## config.mk

```make
export PLATFORM = sky130hd
export DESIGN_NAME = bucket_histogram
export DESIGN_NICKNAME = d
export VERILOG_FILES = /design/src/rtl/bucket_histogram.sv
export SDC_FILE = /design/constraint.sdc
export NUM_CORES = 2
export LEC_CHECK = 0
export CAP_MARGIN = 20
export CORE_ASPECT_RATIO = 1.4
export CORE_MARGIN = 4
export CORE_UTILIZATION = 66
export DETAILED_ROUTE_END_ITERATION = 10
export HOLD_SLACK_MARGIN = 0.06
export PLACE_DENSITY = 0.93
export SLEW_MARGIN = 10
export SYNTH_ARGS = -nofsm -noshare
export SYNTH_HDL_FRONTEND = slang
export SYNTH_SLANG_ARGS = --single-unit
```

## constraint.sdc

```tcl
create_clock -name clk -period 25.5 [get_ports clk]
set_input_delay 5.1 -clock clk [delete_from_list [all_inputs] [get_ports clk]]
set_output_delay 5.1 -clock clk [all_outputs]
set_load 0.03 [all_outputs]
```

## src/rtl/bucket_histogram.sv

```systemverilog
// Per-bucket occurrence histogram fed by one-hot bucket indices, with empty/error
// counters, a registered read port and a sequenced clear sweep.

module bucket_cnt #(
   parameter int CNT_WIDTH = 32
) (
   input  logic                 clk,
   input  logic                 reset,
   input  logic                 inc,
   input  logic                 zero,
   output logic [CNT_WIDTH-1:0] cnt
);
   // Saturating counter; a zero request wins over an increment.
   always_ff @(posedge clk or posedge reset) begin
      if (reset)                  cnt <= '0;
      else if (zero)              cnt <= '0;
      else if (inc && cnt != '1)  cnt <= cnt + CNT_WIDTH'(1);
   end
endmodule

module bucket_histogram #(
   parameter int NUM_BUCKETS = 12,
   parameter int CNT_WIDTH   = 32,
   parameter int ADDR_WIDTH  = 4
) (
   input  logic                   clk,
   input  logic                   reset,
   input  logic [NUM_BUCKETS-1:0] in_index,
   input  logic                   in_valid,
   output logic                   in_rdy,
   input  logic                   clr,
   output logic                   clr_done,
   output logic                   busy,
   input  logic                   rd_req,
   input  logic [ADDR_WIDTH-1:0]  rd_addr,
   output logic                   rd_valid,
   output logic [CNT_WIDTH-1:0]   rd_data
);
   localparam int NC = NUM_BUCKETS + 2;
   localparam int PW = (NUM_BUCKETS > 1) ? $clog2(NUM_BUCKETS) : 1;
   localparam logic [PW-1:0] PTR_LAST = PW'(NUM_BUCKETS - 1);

   typedef enum logic {IDLE, CLEAR} state_t;

   state_t                         state, state_nxt;
   logic [PW-1:0]                  ptr;
   logic                           clearing;
   logic                           xfer;
   logic                           s1_vld;
   logic [NUM_BUCKETS-1:0]         s1_idx;
   logic                           multi;
   logic [NC-1:0]                  inc, zero;
   logic [NC-1:0][CNT_WIDTH-1:0]   cnts;
   logic [2**ADDR_WIDTH-1:0][CNT_WIDTH-1:0] rd_mux;

   // FSM: state register
   always_ff @(posedge clk or posedge reset) begin
      if (reset) state <= IDLE;
      else       state <= state_nxt;
   end

   // FSM: next state
   always_comb begin
      state_nxt = state;
      case (state)
         IDLE:    if (clr)             state_nxt = CLEAR;
         CLEAR:   if (ptr == PTR_LAST) state_nxt = IDLE;
         default:                      state_nxt = IDLE;
      endcase
   end

   // FSM: outputs
   always_comb begin
      clearing = (state == CLEAR);
      busy     = clearing;
      in_rdy   = !clearing;
   end

   assign xfer = in_valid && in_rdy;

   // Sweep pointer sits at 0 in IDLE so the first CLEAR cycle targets bucket 0.
   always_ff @(posedge clk or posedge reset) begin
      if (reset)          ptr <= '0;
      else if (!clearing) ptr <= '0;
      else                ptr <= ptr + PW'(1);
   end

   always_ff @(posedge clk or posedge reset) begin
      if (reset) clr_done <= 1'b0;
      else       clr_done <= clearing && (ptr == PTR_LAST);
   end

   // Stage 1: a sample accepted alongside clr is flushed before it can count.
   always_ff @(posedge clk or posedge reset) begin
      if (reset) begin
         s1_vld <= 1'b0;
         s1_idx <= '0;
      end else begin
         s1_vld <= xfer && !clr;
         if (xfer) s1_idx <= in_index;
      end
   end

   // Stage 2: x & (x-1) is non-zero exactly when two or more bits are set.
   assign multi = |(s1_idx & (s1_idx - NUM_BUCKETS'(1)));

   always_comb begin
      inc  = '0;
      zero = '0;
      for (int i = 0; i < NUM_BUCKETS; i++) begin
         inc[i]  = s1_vld && !multi && s1_idx[i];
         zero[i] = clearing && (ptr == PW'(i));
      end
      inc[NUM_BUCKETS]    = s1_vld && (s1_idx == '0);
      inc[NUM_BUCKETS+1]  = s1_vld && multi;
      zero[NUM_BUCKETS]   = clearing && (ptr == '0);
      zero[NUM_BUCKETS+1] = clearing && (ptr == '0);
   end

   for (genvar i = 0; i < NC; i++) begin : g_cnt
      bucket_cnt #(.CNT_WIDTH(CNT_WIDTH)) u_cnt (
         .clk  (clk),
         .reset(reset),
         .inc  (inc[i]),
         .zero (zero[i]),
         .cnt  (cnts[i])
      );
   end

   // Unmapped addresses read as zero.
   always_comb begin
      rd_mux = '0;
      for (int i = 0; i < NC; i++) rd_mux[i] = cnts[i];
   end

   always_ff @(posedge clk or posedge reset) begin
      if (reset) begin
         rd_valid <= 1'b0;
         rd_data  <= '0;
      end else begin
         rd_valid <= rd_req && !clearing;
         if (rd_req && !clearing) rd_data <= rd_mux[rd_addr];
      end
   end
endmodule
```

==> metrics.log <==
[metrics] outcome: complete, no violations
[metrics] Synth Register Bits: 500
[metrics] clock input transition at the sequential cells of the worst setup and hold paths: 0.07 ns
[metrics] synthesized netlist cell count: 3166
[metrics] final count of negative-setup-slack endpoints: 0
[metrics] largest fanout on the critical path: 120
[metrics] post-layout min period: 8.961 ns
[metrics] pin slew with the least headroom to its limit: 1.093 ns
[metrics] DRC violations left: 0
[metrics] number of buffers inserted during clock tree synthesis: 50
[metrics] vias in the first global route: 26220
[metrics] Hold/Removal Path Class: flip-flop to flip-flop
[metrics] core outline area: 44060 um^2
[metrics] highest-count cells in the layout ignoring fill and taps: nor2_1 (521), dfrtp_1 (500), xnor2_1 (240), nand2_1 (211), nand3_1 (171)
[metrics] total power density per cell area: 67.18 nW/um^2
[metrics] most used flip-flop cell after synthesis: dfrtp_1
[metrics] buffers inserted during post-CTS setup optimization: 0
[metrics] area grow syn2layout: 9.756%
[metrics] period utilization: 0.3514
[metrics] Final Hold Vio Count: 0
[metrics] classification of the worst setup path: input pin to async pin
[metrics] most common library cell in the layout ignoring fill and taps: nor2_1
[metrics] net total in the final layout: 3176
[metrics] Max-Cap Viols: 0
[metrics] total number of placement rows: 91
[metrics] unrepaired setup endpoints after global routing: false
[metrics] number of port buffers: 56
[metrics] static leakage power: 13.13 nW
[metrics] data required time at the worst endpoint: 26.14 ns
[metrics] worst setup skew after layout: 0.02988 ns
[metrics] proportion of layout cells with a drive suffix above 1: 0.08402
[metrics] via-per-instance ratio: 7.127
[metrics] first-pass GRT wire length: 148400 um
[metrics] number of standard cells in the final layout excluding fillers: 3739
[metrics] Final Max Tran Viols: 0
[metrics] async set-reset flop share out of synthesis: 1.000
[metrics] Worst EP arrival: 9.60 ns
[metrics] post-synthesis cell type count: 67
[metrics] per-instance average area after synthesis: 9.273 um^2
[metrics] worst-skew pair later-pin latency: 0.63 ns
[metrics] Hold Buf Count CTS: 0
[metrics] Worst IR Drop VDD: 0.06691 mV
[metrics] area of the mapped netlist: 29360 um^2
[metrics] number of sinks on the clock net: 500
[metrics] H-tree depth: 2
[metrics] portion of the post-synthesis area used by sequential elements: 0.4262
[metrics] overall global routing resource usage: 0.3974
[metrics] Area after DPL: 30270 um^2
[metrics] final cell area excluding filler cells: 32220 um^2
[metrics] Peak Freq: 0.1116 GHz
[metrics] boundary pin count: 57
[metrics] Die Width: 186.3 um
[metrics] root buffer selected by CTS: clkbuf_16
[metrics] final hold slack: 0.5336 ns
[metrics] total overflow reported by the global router: 0
[metrics] die outline height: 257.6 um
[metrics] Max clock buf depth: 3
[metrics] Routed wire per std cell: 25.66 um
[metrics] routability-driven placement congestion ratio: 1.041
[metrics] wire length after detailed routing: 95950 um
[metrics] FILL cells: 2924
[metrics] initial core utilization: 0.6663
[metrics] TritonCTS clock tree: done
[metrics] Total Die Area: 47970 um^2
[metrics] placed instance count: 3638
[metrics] category of the worst setup path capture point: async pin
[metrics] # resized after CTS: 0
[metrics] number of DRC violations after detailed-routing iteration 0: 3722
[metrics] antenna violations before repair: 2
[metrics] total of warnings raised by yosys: 0
[metrics] pin count of the biggest net entering global routing: 121
[metrics] overall power consumption: 0.002165 W
[metrics] final sum of negative setup slack: 0 ns
[metrics] tightest slew margin relative to the limit: 0.2715
[metrics] number of optimization iterations in the first detailed-route pass: 10
[metrics] CP Launch Type: input pin
[metrics] number of enable flip-flop cells after synthesis: 0
[metrics] syn nets: 3205
[metrics] Antenna Violating Nets Remaining: 0
[metrics] detailed-placement wirelength estimate: 67660 um
[metrics] via count of the routed design: 26650
[metal layers]
layer  GRT usage  vias to the layer above  wire (um)
li1            -                    11220          -
met1      0.4852                    12890      31560
met2      0.6215                     2011      44300
met3     0.09398                      535      11370
met4      0.2732                        0       8714
met5           0                        -          0
[state kept, by name (all words and copies together), names as in the netlist]
name / flops
s1_idx: 12
g_cnt.u_cnt.cnt: 448
clr_done: 1
ptr: 4
busy: 1
rd_valid: 1
s1_vld: 1
rd_data: 32
[critical path, stage by stage]
cell and delay [ns]:
clkdlybuf4s50_1 0.49, inv_8 0.59, buf_4 0.80, buf_4 0.85, buf_4 0.78, buf_4 0.75
[final timing paths]
path,endpoint,slack (ns),from,depth (start not counted)
max,g_cnt[5].u_cnt.cnt[24],16.54,reset,6
max reg2reg,g_cnt[9].u_cnt.cnt[25],21.43,s1_idx[6],8
min,ptr[0],0.53,ptr[0],1
min in group asynchronous,g_cnt[12].u_cnt.cnt[28],5.03,reset,2
max in group clk,rd_data[23],17.62,rd_addr[1],7
min reg2reg,ptr[0],0.53,ptr[0],1
[power by group]
group | switching (W) | internal (W) | leakage (nW)
logic | 0.000291 | 0.000122 | 5.32
clock network | 0.000335 | 0.000509 | 0.924
registers | 0.0000727 | 0.000834 | 6.89
total | 0.000698 | 0.00147 | 13.1
[Yosys cell counts (all sizes together), types with 3 or more instances]
master | count | area share
mux2i | 82 | 0.028
o22ai | 32 | 0.0068
ha | 18 | 0.0077
and4 | 43 | 0.013
o211ai | 5 | 0.0013
a211oi | 4 | 0.0012
and3 | 73 | 0.016
nand2 | 211 | 0.027
nand4 | 151 | 0.032
o21ai | 66 | 0.011
nor3 | 141 | 0.024
clkbuf | 148 | 0.019
a41o | 3 | 0.0010
nor4b | 7 | 0.0021
or4 | 21 | 0.0055
mux2 | 7 | 0.0027
nand3b | 6 | 0.0015
xnor2 | 240 | 0.072
and2 | 44 | 0.0094
inv | 83 | 0.011
or3 | 58 | 0.012
a21oi | 106 | 0.018
nand2b | 14 | 0.0030
o21a | 11 | 0.0028
a21o | 3 | 0.00077
o31ai | 8 | 0.0020
mux4 | 96 | 0.074
buf | 33 | 0.0051
a31o | 5 | 0.0015
nor2 | 521 | 0.067
nor4 | 96 | 0.020
or2 | 7 | 0.0015
dfrtp | 500 | 0.43
nand3 | 171 | 0.029
xor2 | 111 | 0.033
nor3b | 12 | 0.0031
nor2b | 4 | 0.00085
[final cells by class]
cell class / instances / area [um^2] / share of cell area
Clock inverter: 29 / 464.2 / 0.01441
Clock buffer: 64 / 1395 / 0.04330
Timing Repair Buffer: 100 / 948.4 / 0.02943
Antenna cell: 3 / 7.507 / 0.0002330
Inverter: 83 / 319.1 / 0.009902
Multi-Input combinational cell: 2402 / 15880 / 0.4928
Sequential cell: 500 / 12510 / 0.3883
Tap cell: 558 / 698.2 / 0.02167
[metrics by stage]
step | util | setup slack, ns
2_1_floorplan | - | 6.440
3_3_place_gp | 0.6859 | 15.96
3_5_place_dp | 0.6870 | 15.83
4_1_cts | 0.7292 | 16.46
5_1_grt | 0.7311 | 15.98
6_report | 0.7313 | 16.54
[logic make-up after synthesis]
kind of cell	count (synthesis)	share of synthesized area
AO/OA/AOI/OAI	262	0.05323
XOR/XNOR	351	0.1047
adder cells (fa/ha/maj)	19	0.008055
buffers and inverters	264	0.03461
flip-flops	500	0.4262
multiplexers	185	0.1043
AND/OR/NAND/NOR	1585	0.2689
Note: power is estimated with default switching activity, not from simulation.
